==> config.mk <==
export PLATFORM = sky130hd
export DESIGN_NAME = hazard_ctrl
export DESIGN_NICKNAME = d
export VERILOG_FILES = /design/src/rtl/hazard_ctrl.sv
export SDC_FILE = /design/constraint.sdc
export NUM_CORES = 1
export LEC_CHECK = 0
export CORE_ASPECT_RATIO = 0.7
export CORE_UTILIZATION = 36
export DETAILED_ROUTE_END_ITERATION = 8
export PLACE_DENSITY = 0.86
export SLEW_MARGIN = 20
export SYNTH_ARGS = -nofsm -noshare
export SYNTH_HDL_FRONTEND = slang
export SYNTH_SLANG_ARGS = --single-unit
==> constraint.sdc <==
create_clock -name clk -period 1.7 [get_ports clk]
set_clock_uncertainty 0.2 [all_clocks]
set_input_delay 0.34 -clock clk [delete_from_list [all_inputs] [get_ports clk]]
set_output_delay 0.34 -clock clk [all_outputs]
set_load 0.1 [all_outputs]
==> src/rtl/hazard_ctrl.sv <==
// -----------------------------------------------------------------------------
// hazard_ctrl
//   Hazard and sequencing controller for the 5-stage pipeline. It generates the
//   stall and flush controls for the F/D, D/E and E/M pipeline registers and
//   the select lines for the Execute-stage forwarding muxes. It handles:
//     - load-use hazards (one bubble inserted into Execute)
//     - taken branch/jump flushes resolved in Execute
//     - multi-cycle data-memory waits, supervised by a timeout watchdog that
//       parks the core in a sticky FAULT state
//
// Optional feature macro: HAZARD_PERF_EN
//   When defined, the performance counters PerfStallCnt and PerfFlushCnt are
//   added as outputs.
//
// Ports
//   clk, rst               clock and synchronous active-high reset
//   Rs1D, Rs2D             source registers of the instruction in Decode
//   Rs1E, Rs2E, RdE        source and destination registers in Execute
//   ResultSrcE0            the Execute instruction is a load
//   PCSrcE                 taken branch/jump resolved in Execute
//   RdM, RegWriteM         destination register / write enable in Memory
//   RdW, RegWriteW         destination register / write enable in Writeback
//   MemReqM, MemReadyM     data-memory request / completion in Memory
//   StallF..StallM         hold the PC, F/D, D/E and E/M registers
//   FlushD, FlushE         turn the F/D or D/E register into a bubble
//   ForwardAE, ForwardBE   forwarding select: 00 RF, 01 from W, 10 from M
//   Fault                  sticky memory-timeout flag
//   PerfStallCnt/FlushCnt  (HAZARD_PERF_EN only) stall and flush cycle counts
// -----------------------------------------------------------------------------
module hazard_ctrl #(
  parameter int REG_ADDR_W  = 5,
  parameter int TIMEOUT_W   = 8,
  parameter int MEM_TIMEOUT = 200
) (
  input  logic                  clk,
  input  logic                  rst,
  input  logic [REG_ADDR_W-1:0] Rs1D,
  input  logic [REG_ADDR_W-1:0] Rs2D,
  input  logic [REG_ADDR_W-1:0] Rs1E,
  input  logic [REG_ADDR_W-1:0] Rs2E,
  input  logic [REG_ADDR_W-1:0] RdE,
  input  logic                  ResultSrcE0,
  input  logic                  PCSrcE,
  input  logic [REG_ADDR_W-1:0] RdM,
  input  logic [REG_ADDR_W-1:0] RdW,
  input  logic                  RegWriteM,
  input  logic                  RegWriteW,
  input  logic                  MemReqM,
  input  logic                  MemReadyM,
  output logic                  StallF,
  output logic                  StallD,
  output logic                  StallE,
  output logic                  StallM,
  output logic                  FlushD,
  output logic                  FlushE,
  output logic [1:0]            ForwardAE,
  output logic [1:0]            ForwardBE,
`ifdef HAZARD_PERF_EN
  output logic [31:0]           PerfStallCnt,
  output logic [31:0]           PerfFlushCnt,
`endif
  output logic                  Fault
);

  typedef enum logic [1:0] {
    RUN      = 2'd0,
    MEM_WAIT = 2'd1,
    FAULT    = 2'd2
  } state_t;

  localparam logic [TIMEOUT_W-1:0] CNT_LAST = TIMEOUT_W'(MEM_TIMEOUT - 1);
  localparam logic [TIMEOUT_W-1:0] CNT_MAX  = '1;

  state_t                state_reg, state_next;
  logic [TIMEOUT_W-1:0]  wait_cnt_reg, wait_cnt_next;

  logic lw_stall;
  logic mem_wait;

  assign lw_stall = ResultSrcE0 && (RdE != '0) && ((RdE == Rs1D) || (RdE == Rs2D));
  assign mem_wait = MemReqM && !MemReadyM && (state_reg != FAULT);

  // ---------------------------------------------------------------------------
  // Forwarding: the Memory stage holds the younger result, so it wins over W.
  // ---------------------------------------------------------------------------
  function automatic logic [1:0] fwd_sel(input logic [REG_ADDR_W-1:0] rs);
    if (RegWriteM && (RdM != '0) && (RdM == rs))
      return 2'b10;
    else if (RegWriteW && (RdW != '0) && (RdW == rs))
      return 2'b01;
    else
      return 2'b00;
  endfunction

  always_comb begin
    ForwardAE = 2'b00;
    ForwardBE = 2'b00;
    if (!rst) begin
      ForwardAE = fwd_sel(Rs1E);
      ForwardBE = fwd_sel(Rs2E);
    end
  end

  // ---------------------------------------------------------------------------
  // State register
  // ---------------------------------------------------------------------------
  always_ff @(posedge clk) begin
    if (rst) begin
      state_reg    <= RUN;
      wait_cnt_reg <= '0;
    end else begin
      state_reg    <= state_next;
      wait_cnt_reg <= wait_cnt_next;
    end
  end

  // ---------------------------------------------------------------------------
  // Next state. A withdrawn request (MemReqM dropping without ready) is treated
  // like a completion: the pipeline simply resumes.
  // ---------------------------------------------------------------------------
  always_comb begin
    state_next    = state_reg;
    wait_cnt_next = wait_cnt_reg;
    case (state_reg)
      RUN: begin
        if (mem_wait) begin
          state_next    = MEM_WAIT;
          wait_cnt_next = TIMEOUT_W'(1);
        end
      end
      MEM_WAIT: begin
        if (MemReadyM || !MemReqM) begin
          state_next    = RUN;
          wait_cnt_next = '0;
        end else begin
          if (wait_cnt_reg != CNT_MAX)
            wait_cnt_next = wait_cnt_reg + 1'b1;
          if (wait_cnt_reg >= CNT_LAST)
            state_next = FAULT;
        end
      end
      FAULT: begin
        state_next = FAULT;
      end
      default: begin
        state_next    = RUN;
        wait_cnt_next = '0;
      end
    endcase
  end

  // ---------------------------------------------------------------------------
  // Pipeline controls. Priority: reset > fault > memory wait > taken branch >
  // load-use. A branch held in Execute during a memory wait is frozen rather
  // than flushed, so it is acted on once the wait finishes.
  // ---------------------------------------------------------------------------
  always_comb begin
    StallF = 1'b0;
    StallD = 1'b0;
    StallE = 1'b0;
    StallM = 1'b0;
    FlushD = 1'b0;
    FlushE = 1'b0;
    if (rst) begin
      FlushD = 1'b1;
      FlushE = 1'b1;
    end else if (state_reg == FAULT || mem_wait) begin
      StallF = 1'b1;
      StallD = 1'b1;
      StallE = 1'b1;
      StallM = 1'b1;
    end else if (PCSrcE) begin
      // Any load-use hazard here belongs to a wrong-path instruction.
      FlushD = 1'b1;
      FlushE = 1'b1;
    end else if (lw_stall) begin
      StallF = 1'b1;
      StallD = 1'b1;
      FlushE = 1'b1;
    end
  end

  assign Fault = (state_reg == FAULT);

`ifdef HAZARD_PERF_EN
  logic [31:0] perf_stall_reg;
  logic [31:0] perf_flush_reg;

  always_ff @(posedge clk) begin
    if (rst) begin
      perf_stall_reg <= '0;
      perf_flush_reg <= '0;
    end else begin
      if (StallF)
        perf_stall_reg <= perf_stall_reg + 32'd1;
      if (FlushD)
        perf_flush_reg <= perf_flush_reg + 32'd1;
    end
  end

  assign PerfStallCnt = perf_stall_reg;
  assign PerfFlushCnt = perf_flush_reg;
`endif

endmodule
==> results of run 1 <==
==> Yosys cell counts, drive strengths merged, types with 3 or more instances <==
cell,count
or3,6
nand3,3
o21ai,9
nand4,3
dfxtp,10
nor3,7
buf,4
xor2,17
nand2,4
xnor2,14
inv,3
nor2,9
a21oi,11
nor4,4
or4,3
==> logic make-up after synthesis <==
logic type,after synthesis,share of synthesized area
buffers and inverters,7,0.0411
AO/OA/AOI/OAI,32,0.194
flip-flops,10,0.193
adder cells (fa/ha/maj),1,0.0121
multiplexers,1,0.00966
XOR/XNOR,31,0.262
AND/OR/NAND/NOR,50,0.287
==> repair_timing <==
action                                 4_1_cts
setup endpoints to repair                   20
pin swaps                                   39
gates resized for setup                    121
buffers inserted                             3
endpoints found under the hold margin        0
==> per-stage QoR <==
stage	instance area, um2	setup WS [ns]
CTS	2320	-0.502
detailed placement	2120	-0.915
global placement	2120	-0.887
floorplan	1180	-1.05
==> impl_results.md, run 1 <==
- Post-synth top area share: 0.193
- Dpl hpwl: 3.61 mm
- Mapped Nets: 176
- Err: [ERROR DPL-0033] detailed placement checks failed during check placement.
- IO buf count: 53
- Number of synthesized flops with an enable pin: 0
- Top cell type by total area after synthesis: dfxtp_1
- Placed Cells: 256
- CTS Hold Bufs: 0
- GPL Wtd Cong: 0.827
- Clock tree buffer depth: 2
- Starting density of the core: 0.400
- # IOs: 54
- Number of synthesis warnings: 0
- Post-Syn Area: 1040 um2
- H-tree depth: 1
- GRT worst endpoint: ForwardBE[0]
- Post-synth ARST share: 0
- Die Wd: 66.1 um
- Gate Count Post-Synth: 132
- Die height: 46.9 um
- Yosys reg bits: 10
- Fail Step: 5_1_grt
- Largest net degree at the start of global routing: 12
- CTS Sinks: 10
- Ranking of synthesized cells by area: dfxtp_1, xor2_1, xnor2_1
- Yosys cell types: 40
- Status: stopped before the end
- Sequential area share after synthesis: 0.193
- Synth Flop Type: dfxtp_1
- Worst-path end type: primary output
- CTS Buf Count: 3
- Synth Area per Inst: 7.85 um2
- Root buf cell: clkbuf_8
- # rows: 15
- Initial antenna violation count: 0
==> run 2, diff against run 1 <==
--- a/config.mk
+++ b/config.mk
@@ -5,10 +5,9 @@
 export SDC_FILE = /design/constraint.sdc
 export NUM_CORES = 1
 export LEC_CHECK = 0
-export CORE_ASPECT_RATIO = 0.7
-export CORE_UTILIZATION = 36
+export CORE_UTILIZATION = 25
 export DETAILED_ROUTE_END_ITERATION = 8
-export PLACE_DENSITY = 0.86
+export PLACE_DENSITY_LB_ADDON = 0.15
 export SLEW_MARGIN = 20
 export SYNTH_ARGS = -nofsm -noshare
 export SYNTH_HDL_FRONTEND = slang
==> constraint.sdc (replaced) <==
create_clock -name clk -period 2.2 [get_ports clk]
set_clock_uncertainty 0.2 [all_clocks]
set_input_delay 0.44 -clock clk [delete_from_list [all_inputs] [get_ports clk]]
set_output_delay 0.44 -clock clk [all_outputs]
set_load 0.1 [all_outputs]
==> impl_results.md, run 2 <==
- CTS Buf Count: 3 (unchanged)
- Yosys cell types: 40 (unchanged)
- WP data arrival: 1.75 ns
- Psw: 0.000260 W
- Gate Count Post-Synth: 132 (unchanged)
- DR vias/cell: 4.89
- Final WS setup: -0.190 ns
- Slew @ Worst Pin: 0.361 ns
- CTS tree: built
- Number of synthesis warnings: 0 (unchanged)
- Min Tclk post-route: 2.39 ns
- Sw frac: 0.333
- IO buf count: 53 (unchanged)
- WHS: 0.304 ns
- Period utilization: 1.09
- Peak supply drop: 0.287 mV
- Synth Flop Type: dfxtp_1
- CP Cell Sequence: buf_6, or4_4, o21ai_4, buf_6, nor3_2, nor2_4, buf_12
- Synth cell count leaders: xor2_1, xnor2_1, a21oi_1, dfxtp_1, nor2_1
- Die height: 66.4 um (+42%)
- Detailed-route via count: 1351
- Max-slew violation count: 0
- Critical path type: in -> out
- Starting density of the core: 0.259 (-0.141)
- Most frequent cells in the layout: buf_4, dlygate4sd2_1, xor2_1, buf_12
- PwrDens: 343 nW/um2
- Status: complete, but fails checks
- Root buf cell: clkbuf_8
- Die area: 4410 um2
- Internal power: 0.000519 W
- Dpl hpwl: 2.98 mm (-17%)
- DRT Wirelength: 3.78 mm
- DR iter-0 viols: 31
- Max-cap violation count: 0
- Largest stage delay, worst path: 0.54 ns
- Critical-path top delay cell: or4_4
- Clock-pin slew on the worst setup and hold paths: 0.05 ns
- Top cell type by total area after synthesis: dfxtp_1
- # rows: 23 (+8)
- Critical path's most frequent cell: buf_6
- Final hold violation count: 0
- Utilization after layout: 0.569
- Clock share of power: 0.308
- Final setup fails: 7
- Residual DRC count: 0
- Overall Global Routing Usage: 0.182
- GPL Wtd Cong: 0.840 (+1.6%)
- Clock tree buffer depth: 2 (unchanged)
- Slew headroom: 0.759
- Total grt overflow: 0
- Sequential area share after synthesis: 0.193 (unchanged)
- Synth Area per Inst: 7.85 um2 (unchanged)
- Sequential Power Share: 0.241
- DP Area: 2100 um2 (-1.2%)
- Diodes inserted: 0
- Ranking of synthesized cells by area: dfxtp_1, xor2_1, xnor2_1
- Drt wl/cell: 13.7 um
- H-tree depth: 1 (unchanged)
- Share of cells above drive strength 1: 0.473
- Post-synth ARST share: 0 (unchanged)
- Largest register FFs: 8
- Vias in the first global route: 1356
- Number of synthesized flops with an enable pin: 0 (unchanged)
- Most common cell after layout, fill and taps aside: buf_4
- Initial antenna violation count: 0
- RSZ-0062 raised after global routing: yes
- CTS Hold Bufs: 0 (unchanged)
- Mapped Nets: 176 (unchanged)
- Max FO, Critical Path: 2
- Count leader, synth: xor2_1
- Die Wd: 66.4 um (+0.39%)
- Largest net degree at the start of global routing: 12
- Failing checks: setup timing
- Worst path required time: 1.56 ns
- Design Area, Final: 2270 um2
- Worst-Skew Late Latency: 0.25 ns
- First drt pass iteration count: 6
- Fmax: 418 MHz
- # IOs: 54 (unchanged)
- Post-DRT Antenna Nets: 0
- Worst Setup End Kind: output pin
- Hold Path Class: reg -> reg
- Post-synth top area share: 0.193 (unchanged)
- Layout Nets: 271
- Area Overhead vs Synth: 120%
- Leak: 0.910 nW
- Post-Syn Area: 1040 um2 (unchanged)
- CTS Sinks: 10 (unchanged)
- Combinational share of power: 0.451
- First-pass GRT wire length: 6.03 mm
- Worst Setup Start Kind: input pin
- Yosys reg bits: 10 (unchanged)
- Core footprint: 4000 um2
==> run 2: cell type report <==
cell class | instances | area (um2)
repair buffers | 94 | 910
fillers | 352 | 1730
well taps | 50 | 62.6
inverters | 3 | 11.3
multi-input cells | 115 | 1040
clock buffers | 4 | 55.1
flip-flops and latches | 10 | 200
==> run 2: repair_timing <==
action / in CTS / in global routing
setup buffers: 7 / 0
gates cloned: 0 / 0
endpoints found under the setup margin: 10 / 7
resized for setup: 110 / 9
pin swaps: 28 / 8
hold endpoints to repair: 0 / 0
==> run 2: layer usage <==
layer / up-vias / share of wire / global-route usage
met1: 634 / 0.39 / 0.209
li1: 672 / - / -
met5: - / 0 / 0
met4: 0 / 0.012 / 0.0798
met2: 41 / 0.54 / 0.338
met3: 4 / 0.058 / 0.0172
==> run 2: worst paths after layout <==
| check | startpoint | to | slack [ns] | depth (start not counted) |
|---|---|---|---|---|
| worst min-delay path | wait_cnt_reg[7] | wait_cnt_reg[7] | 0.30 | 2 |
| worst max register to register | wait_cnt_reg[0] | wait_cnt_reg[0] | 0.44 | 5 |
| worst max-delay path | RdM[3] | ForwardAE[0] | -0.19 | 7 |
| worst min register to register | wait_cnt_reg[7] | wait_cnt_reg[7] | 0.30 | 2 |
==> run 2: cell families (layout without fill, tap and decap cells) <==
family / after synthesis / after routing / synth area share
simple gates: 50 / 50 / 0.287
compound gates: 32 / 32 / 0.194
xor+xnor: 31 / 31 / 0.262
flops: 10 / 10 / 0.193
buf+inv: 7 / 101 / 0.0411
fa+ha+maj: 1 / 1 / 0.0121
mux: 1 / 1 / 0.00966
==> run 2: metrics by stage <==
| step | setup WS [ns] | instances | power [W] | TNS [ns] |
|---|---|---|---|---|
| 2_1_floorplan | -0.754 | 132 | 0.000345 | -2.87 |
| 5_1_grt | -0.229 | 276 | 0.000820 | -1.16 |
| 3_3_place_gp | -0.574 | 266 | 0.000521 | -3.88 |
| 3_5_place_dp | -0.602 | 266 | 0.000529 | -4.37 |
| 6_report | -0.190 | 276 | 0.000779 | -0.778 |
| 4_1_cts | -0.189 | 276 | 0.000781 | -0.839 |
==> run 2: power by group through the flow <==
stage | Combinational, W | Sequential, W | Clock, W
floorplan | 0.000155 | 0.000190 | 0
global placement | 0.000330 | 0.000191 | 0
detailed placement | 0.000337 | 0.000191 | 0
CTS | 0.000345 | 0.000187 | 0.000249
global route | 0.000375 | 0.000187 | 0.000257
finish | 0.000352 | 0.000187 | 0.000240
==> run 2: worst max-delay path, delay by kind of cell <==
family / cells / cell delay [ns]
AND/OR/NAND/NOR: 3 / 0.71
buffers and inverters: 3 / 0.40
AO/OA/AOI/OAI: 1 / 0.19
Note: power is estimated with default switching activity, not from simulation.
